--- src/rtl/mem_pkg.sv ---
// Shared types and constants for the MEM-stage data-memory port arbiter.
// Holds the arbiter state encoding, the "no access" code and lane selects.
package mem_pkg;

  typedef enum logic [2:0] {
    ST_IDLE  = 3'd0,
    ST_REQ0  = 3'd1,
    ST_WAIT0 = 3'd2,
    ST_REQ1  = 3'd3,
    ST_WAIT1 = 3'd4,
    ST_DONE  = 3'd5
  } arb_state_t;

  localparam logic [2:0] MEM_NONE = 3'b000;
  localparam logic       LANE0    = 1'b0;
  localparam logic       LANE1    = 1'b1;

  function automatic logic lane_need(input logic [2:0] rd_code, input logic [2:0] wr_code);
    return (rd_code != MEM_NONE) || (wr_code != MEM_NONE);
  endfunction

endpackage

--- src/rtl/sat_counter.sv ---
// Saturating up-counter: increments while enabled, sticks at all-ones.
// Used for the stall-cycle performance counter of the port arbiter.
module sat_counter #(
  parameter int W = 32
) (
  input  logic         clk,
  input  logic         rst,
  input  logic         i_en,
  output logic [W-1:0] o_count
);

  logic [W-1:0] r_count;
  logic         w_at_max;

  assign w_at_max = &r_count;
  assign o_count  = r_count;

  always_ff @(posedge clk or posedge rst) begin
    if (rst) begin
      r_count <= '0;
    end else if (i_en && !w_at_max) begin
      r_count <= r_count + 1'b1;
    end
  end

endmodule

--- src/rtl/mem_port_arbiter.sv ---
// Serialises the two lanes' MEM-stage accesses onto the single data-memory port,
// lane 0 first, stalling the pipeline until the whole pair has completed.
module mem_port_arbiter
  import mem_pkg::*;
#(
  parameter int XLEN  = 32,
  parameter int CNT_W = 32
) (
  input  logic            clk,
  input  logic            rst,
  input  logic [2:0]      MemReadM_0,
  input  logic [2:0]      MemWriteM_0,
  input  logic [XLEN-1:0] AluResultM_0,
  input  logic [XLEN-1:0] WriteDataM_0,
  input  logic [2:0]      MemReadM_1,
  input  logic [2:0]      MemWriteM_1,
  input  logic [XLEN-1:0] AluResultM_1,
  input  logic [XLEN-1:0] WriteDataM_1,
  output logic            dmem_req,
  output logic            dmem_we,
  output logic [2:0]      dmem_size,
  output logic [XLEN-1:0] dmem_addr,
  output logic [XLEN-1:0] dmem_wdata,
  input  logic            dmem_gnt,
  input  logic            dmem_rvalid,
  input  logic [XLEN-1:0] dmem_rdata,
  output logic [XLEN-1:0] ReadDataM_0,
  output logic [XLEN-1:0] ReadDataM_1,
  output logic            StallMem,
  output logic [CNT_W-1:0] stall_cycles,
  output logic [2:0]      dbg_state
);

  arb_state_t r_state, w_next_state, w_after_lane0;
  logic            w_need_0, w_need_1;
  logic            w_we_0, w_we_1;
  logic [2:0]      w_size_0, w_size_1;
  logic            w_sel;
  logic [XLEN-1:0] r_rdata_0, r_rdata_1;

  // A lane with both codes set is treated as a store: the write code wins.
  assign w_need_0  = lane_need(MemReadM_0, MemWriteM_0);
  assign w_need_1  = lane_need(MemReadM_1, MemWriteM_1);
  assign w_we_0    = (MemWriteM_0 != MEM_NONE);
  assign w_we_1    = (MemWriteM_1 != MEM_NONE);
  assign w_size_0  = w_we_0 ? MemWriteM_0 : MemReadM_0;
  assign w_size_1  = w_we_1 ? MemWriteM_1 : MemReadM_1;
  assign w_sel     = (r_state == ST_REQ1) ? LANE1 : LANE0;
  assign w_after_lane0 = w_need_1 ? ST_REQ1 : ST_DONE;
  assign dbg_state = r_state;

  always_ff @(posedge clk or posedge rst) begin
    if (rst) begin
      r_state <= ST_IDLE;
    end else begin
      r_state <= w_next_state;
    end
  end

  always_comb begin
    w_next_state = r_state;
    case (r_state)
      ST_IDLE: begin
        if (w_need_0)      w_next_state = ST_REQ0;
        else if (w_need_1) w_next_state = ST_REQ1;
      end
      ST_REQ0: begin
        if (dmem_gnt) w_next_state = w_we_0 ? w_after_lane0 : ST_WAIT0;
      end
      ST_WAIT0: begin
        if (dmem_rvalid) w_next_state = w_after_lane0;
      end
      ST_REQ1: begin
        if (dmem_gnt) w_next_state = w_we_1 ? ST_DONE : ST_WAIT1;
      end
      ST_WAIT1: begin
        if (dmem_rvalid) w_next_state = ST_DONE;
      end
      ST_DONE:  w_next_state = ST_IDLE;
      default:  w_next_state = ST_IDLE;
    endcase
  end

  // Request fields come straight from the stalled EX/MEM outputs, so they
  // stay stable for as long as the request waits for a grant.
  always_comb begin
    dmem_req   = 1'b0;
    dmem_we    = 1'b0;
    dmem_size  = MEM_NONE;
    dmem_addr  = '0;
    dmem_wdata = '0;
    StallMem   = 1'b1;
    case (r_state)
      ST_IDLE: StallMem = w_need_0 | w_need_1;
      ST_DONE: StallMem = 1'b0;
      default: StallMem = 1'b1;
    endcase
    if (r_state == ST_REQ0 || r_state == ST_REQ1) begin
      dmem_req = 1'b1;
      if (w_sel == LANE1) begin
        dmem_we    = w_we_1;
        dmem_size  = w_size_1;
        dmem_addr  = AluResultM_1;
        dmem_wdata = WriteDataM_1;
      end else begin
        dmem_we    = w_we_0;
        dmem_size  = w_size_0;
        dmem_addr  = AluResultM_0;
        dmem_wdata = WriteDataM_0;
      end
    end
  end

  // Load data is only accepted while that lane is waiting; stray rvalid is dropped.
  always_ff @(posedge clk or posedge rst) begin
    if (rst) begin
      r_rdata_0 <= '0;
      r_rdata_1 <= '0;
    end else begin
      if (r_state == ST_WAIT0 && dmem_rvalid) r_rdata_0 <= dmem_rdata;
      if (r_state == ST_WAIT1 && dmem_rvalid) r_rdata_1 <= dmem_rdata;
    end
  end

  assign ReadDataM_0 = r_rdata_0;
  assign ReadDataM_1 = r_rdata_1;

  sat_counter #(.W(CNT_W)) u_stall_cnt (
    .clk     (clk),
    .rst     (rst),
    .i_en    (StallMem),
    .o_count (stall_cycles)
  );

`ifndef SYNTHESIS
  a_lane0_legal: assert property (@(posedge clk) disable iff (rst)
    !((MemReadM_0 != MEM_NONE) && (MemWriteM_0 != MEM_NONE)));
  a_lane1_legal: assert property (@(posedge clk) disable iff (rst)
    !((MemReadM_1 != MEM_NONE) && (MemWriteM_1 != MEM_NONE)));
`endif

endmodule

--- config.mk ---
export PLATFORM = sky130hd
export DESIGN_NAME = mem_port_arbiter
export DESIGN_NICKNAME = d
export VERILOG_FILES = /design/src/rtl/mem_pkg.sv /design/src/rtl/sat_counter.sv /design/src/rtl/mem_port_arbiter.sv
export SDC_FILE = /design/constraint.sdc
export NUM_CORES = 1
export LEC_CHECK = 0
export CORE_UTILIZATION = 24
export CTS_CLUSTER_DIAMETER = 40
export DETAILED_ROUTE_END_ITERATION = 8
export PLACE_DENSITY = 0.55
export SLEW_MARGIN = 20
export SYNTH_ARGS = -nofsm -noshare
export SYNTH_HDL_FRONTEND = slang
export SYNTH_SLANG_ARGS = --single-unit
--- constraint.sdc ---
create_clock -name clk -period 6.9 [get_ports clk]
set_input_delay 1.035 -clock clk [delete_from_list [all_inputs] [get_ports clk]]
set_output_delay 1.035 -clock clk [all_outputs]
set_load 0.05 [all_outputs]
==> flow_summary_export.csv <==
group,metric,value,unit
clocking,cts.reportedPaths.clkPinSlew,0.07,ns
sta,grt_setup_unrepaired,"false",
worst_setup_path,timing.setup.critical_path_class,"in2out",
cells_and_area,p_r_area_growth_vs_syn,76.7,%
yosys,synth.lib_cells_used.distinct,49,
yosys,postSynthNetCount,644,
yosys,post_synth_main_area_contributors,"dfrtp_1, mux2_2, mux2i_1",
worst_setup_path,worstReg2RegStart,"dbg_state[1]",
cells_and_area,final.fill_count,2034,
yosys,cell_type_contributing_the_most_total_cell_area_after_synthesis,"dfrtp_1",
pwr,reported_leakage_power,3.80,nW
yosys,synth_cells,467,
yosys,synth.ff_latch_count,99,
floorplan,die_width,149,um
yosys,synth-edff-count,0,
clocking,clk-insertion-delay-late,0.35,ns
hold_path,whs_endpoint,"u_stall_cnt.o_count[31]",
clocking,number_of_buffers_inserted_to_repair_setup_after_cts,0,
cells_and_area,layout.nets,977,
clocking,cts_tree,"done",
hold_path,worstHoldStart,"u_stall_cnt.o_count[31]",
placement,place.port_buffers,344,
clocking,clock-root-buffer,"clkbuf_16",
yosys,synth_flop_cell,"dfrtp_1",
worst_setup_path,crit-reg2reg-capture,"ReadDataM_0[18]",
yosys,yosysWarnings,0,
routing,drtIter0Drc,122,
global_route,number_of_global_route_vias_before_repair,5050,
status,status,"finished clean",
clocking,clock_tree.buffer_depth,2,
worst_setup_path,crit_path_end_kind,"output port",
yosys,avgSynthCellArea,11.1,um2
sta,final_setup_violation_count,0,
worst_setup_path,cp_data_arrival_time,3.61,ns
worst_setup_path,reg2regPathDepth,5,
floorplan,die-area,0.0223,mm2
floorplan,floorplan.initialDensity,0.246,
placement,place.detailed.hpwl,15.8,mm
sta,hold_viol,0,
clocking,cts-buffers-inserted,9,
worst_setup_path,critPathRequiredTime,5.86,ns
yosys,synth_top_area_frac,0.476,
global_route,globalRoute.totalOverflow,0,
routing,drt-pass1-iter-count,5,
clocking,cts_resized,0,
sta,hold_slack,0.500,ns
sta,timing.setup.tns,0,ns
run,max_capacitance_violation_total,0,
routing,drtAntennaViolNets,0,
floorplan,num_io_pins,345,
cells_and_area,num_antenna_cells,0,
cells_and_area,layout-drive-gt1-share,0.130,
cells_and_area,finish.utilization,0.435,
floorplan,core_area,0.0212,mm2
sta,maxSlewViolCount,0,
yosys,asyncSetResetFlopFracSynth,1.00,
sta,post-route-period-util,0.673,
sta,worst_slew_pin_slew,0.880,ns
sta,fin_skew,0.00907,ns
worst_setup_path,rrSetupSlack,4.56,ns
cells_and_area,area_of_the_multi_input_gates,0.00259,mm2
routing,drt-vias-per-instance,4.48,
pwr,cellPowerDensity,489,mW/mm2
hold_path,number_of_stages_on_the_worst_hold_path,1,
floorplan,die_height,149,um
routing,post_drt_wl_per_cell,18.6,um
hold_path,hp-class,"reg2reg",
clocking,cts_hold_buf,0,
yosys,synth_area,0.00521,mm2
worst_setup_path,crit_fanout,4,
yosys,sequential_area_share_after_synthesis,0.476,
worst_setup_path,worst_setup_path_startpoint,"MemWriteM_1[1]",
pwr,fin_total_pwr,4.50,mW
global_route,antenna_found_initial,0,
worst_setup_path,cp-start-kind,"primary input",
global_route,globalRouteTotalUtil,0.176,
routing,detail_route.drc_violations,0,
sta,timing.fmax,215,MHz
sta,worst_slew_margin_rel,0.413,
cells_and_area,reg_area,0.00248,mm2
clocking,cts_sinks,99,
routing,routed_wirelength,20.1,mm
clocking,htree_num_levels,3,
pwr,ir_worst_vdd,249,uV
placement,gpl.final_weighted_congestion,0.939,
floorplan,fp-row-count,53,
routing,routed-via-count,4842,
global_route,grt_max_degree,71,
sta,timing.final.crit_period,4.65,ns
global_route,grt_pass1_wl,29.6,mm
-- power breakdown --
group          leakage (nW)  internal, mW  switching, mW
Clock                 0.139         0.251          0.236
Combinational          2.38          1.06           2.02
Sequential             1.28         0.765          0.169
-- worst max-delay path, stage by stage --
cell,delay (ns)
clkdlybuf4s50_1,0.48
nor3_1,0.41
nand4_1,0.37
o21ai_0,0.49
nand2_1,0.09
clkdlybuf4s50_1,0.72
-- cells in the final DEF (no fill, tap or decap), drive strengths merged --
cell           count
clkinv             2
and4               2
mux2i             64
clkdlybuf4s50    344
a32oi              1
xor2               4
ha                 1
nand3             21
o2111ai            2
and4bb             1
clkbuf             9
or2                2
nand2b             1
nor4b              1
a31oi              1
or3                2
and3              10
o21ai              2
o22ai              1
and2               3
inv                8
clkinvlp           1
a21oi              2
a211oi             7
o21a               1
buf                5
nand4              8
nor3               9
dfrtp             99
nor2              80
nand2             16
xnor2             26
o31ai              1
a211o              1
nor2b              2
mux2              65
-- cells in the mapped netlist (3+ instances only) --
cell and n:
dfrtp_1 99, nor2_1 78, mux2i_1 64, mux2_2 62
xnor2_1 26, nand3_1 21, nand2_1 16, clkbuf_1 13
and3_1 8, buf_2 8, a211oi_1 7, nand4_1 7
nor3_1 6, xor2_1 4, buf_1 3, buf_4 3
inv_1 3
-- worst max-delay path by stage --
stage,endpoint
6_report,StallMem
5_1_grt,StallMem
4_1_cts,StallMem
3_5_place_dp,StallMem
3_3_place_gp,StallMem
2_1_floorplan,ReadDataM_0[0]
-- layout make-up --
class	count	share of cell area
inverters	4	0.00190
clock buffers	9	0.0245
flip-flops and latches	99	0.270
repair buffers	349	0.378
multi-input cells	337	0.282
clock inverters	7	0.00639
well taps	275	0.0374
-- layer usage --
metal | wire length, um | track usage | part of all wire
met5 | 0 | 0 | 0
met4 | 596 | 0.0730 | 0.030
met3 | 1570 | 0.0376 | 0.078
met2 | 10500 | 0.325 | 0.52
met1 | 7490 | 0.193 | 0.37
-- flip-flops by register name, indices dropped and copies added (netlist names) --
register / flops
dbg_state: 3
u_stall_cnt.o_count: 32
ReadDataM_0: 32
ReadDataM_1: 32
-- through the flow --
stage                     worst slack [ns]  std cells  instance area (um2)
after floorplan                       3.27        467                 5210
after global placement                2.29       1064                 8920
after detailed placement              2.25       1064                 8920
after CTS                             2.24       1080                 9200
after global routing                  2.06       1080                 9200
final                                 2.25       1080                 9200
-- cells by family after synthesis --
| kind of cell | share of synthesized area |
|---|---|
| simple gates | 0.151 |
| mux | 0.264 |
| flops | 0.476 |
| buf+inv | 0.0264 |
| xor+xnor | 0.0505 |
| compound gates | 0.0293 |
| fa+ha+maj | 0.00240 |
No activity file was read; power rests on OpenSTA's default activity.
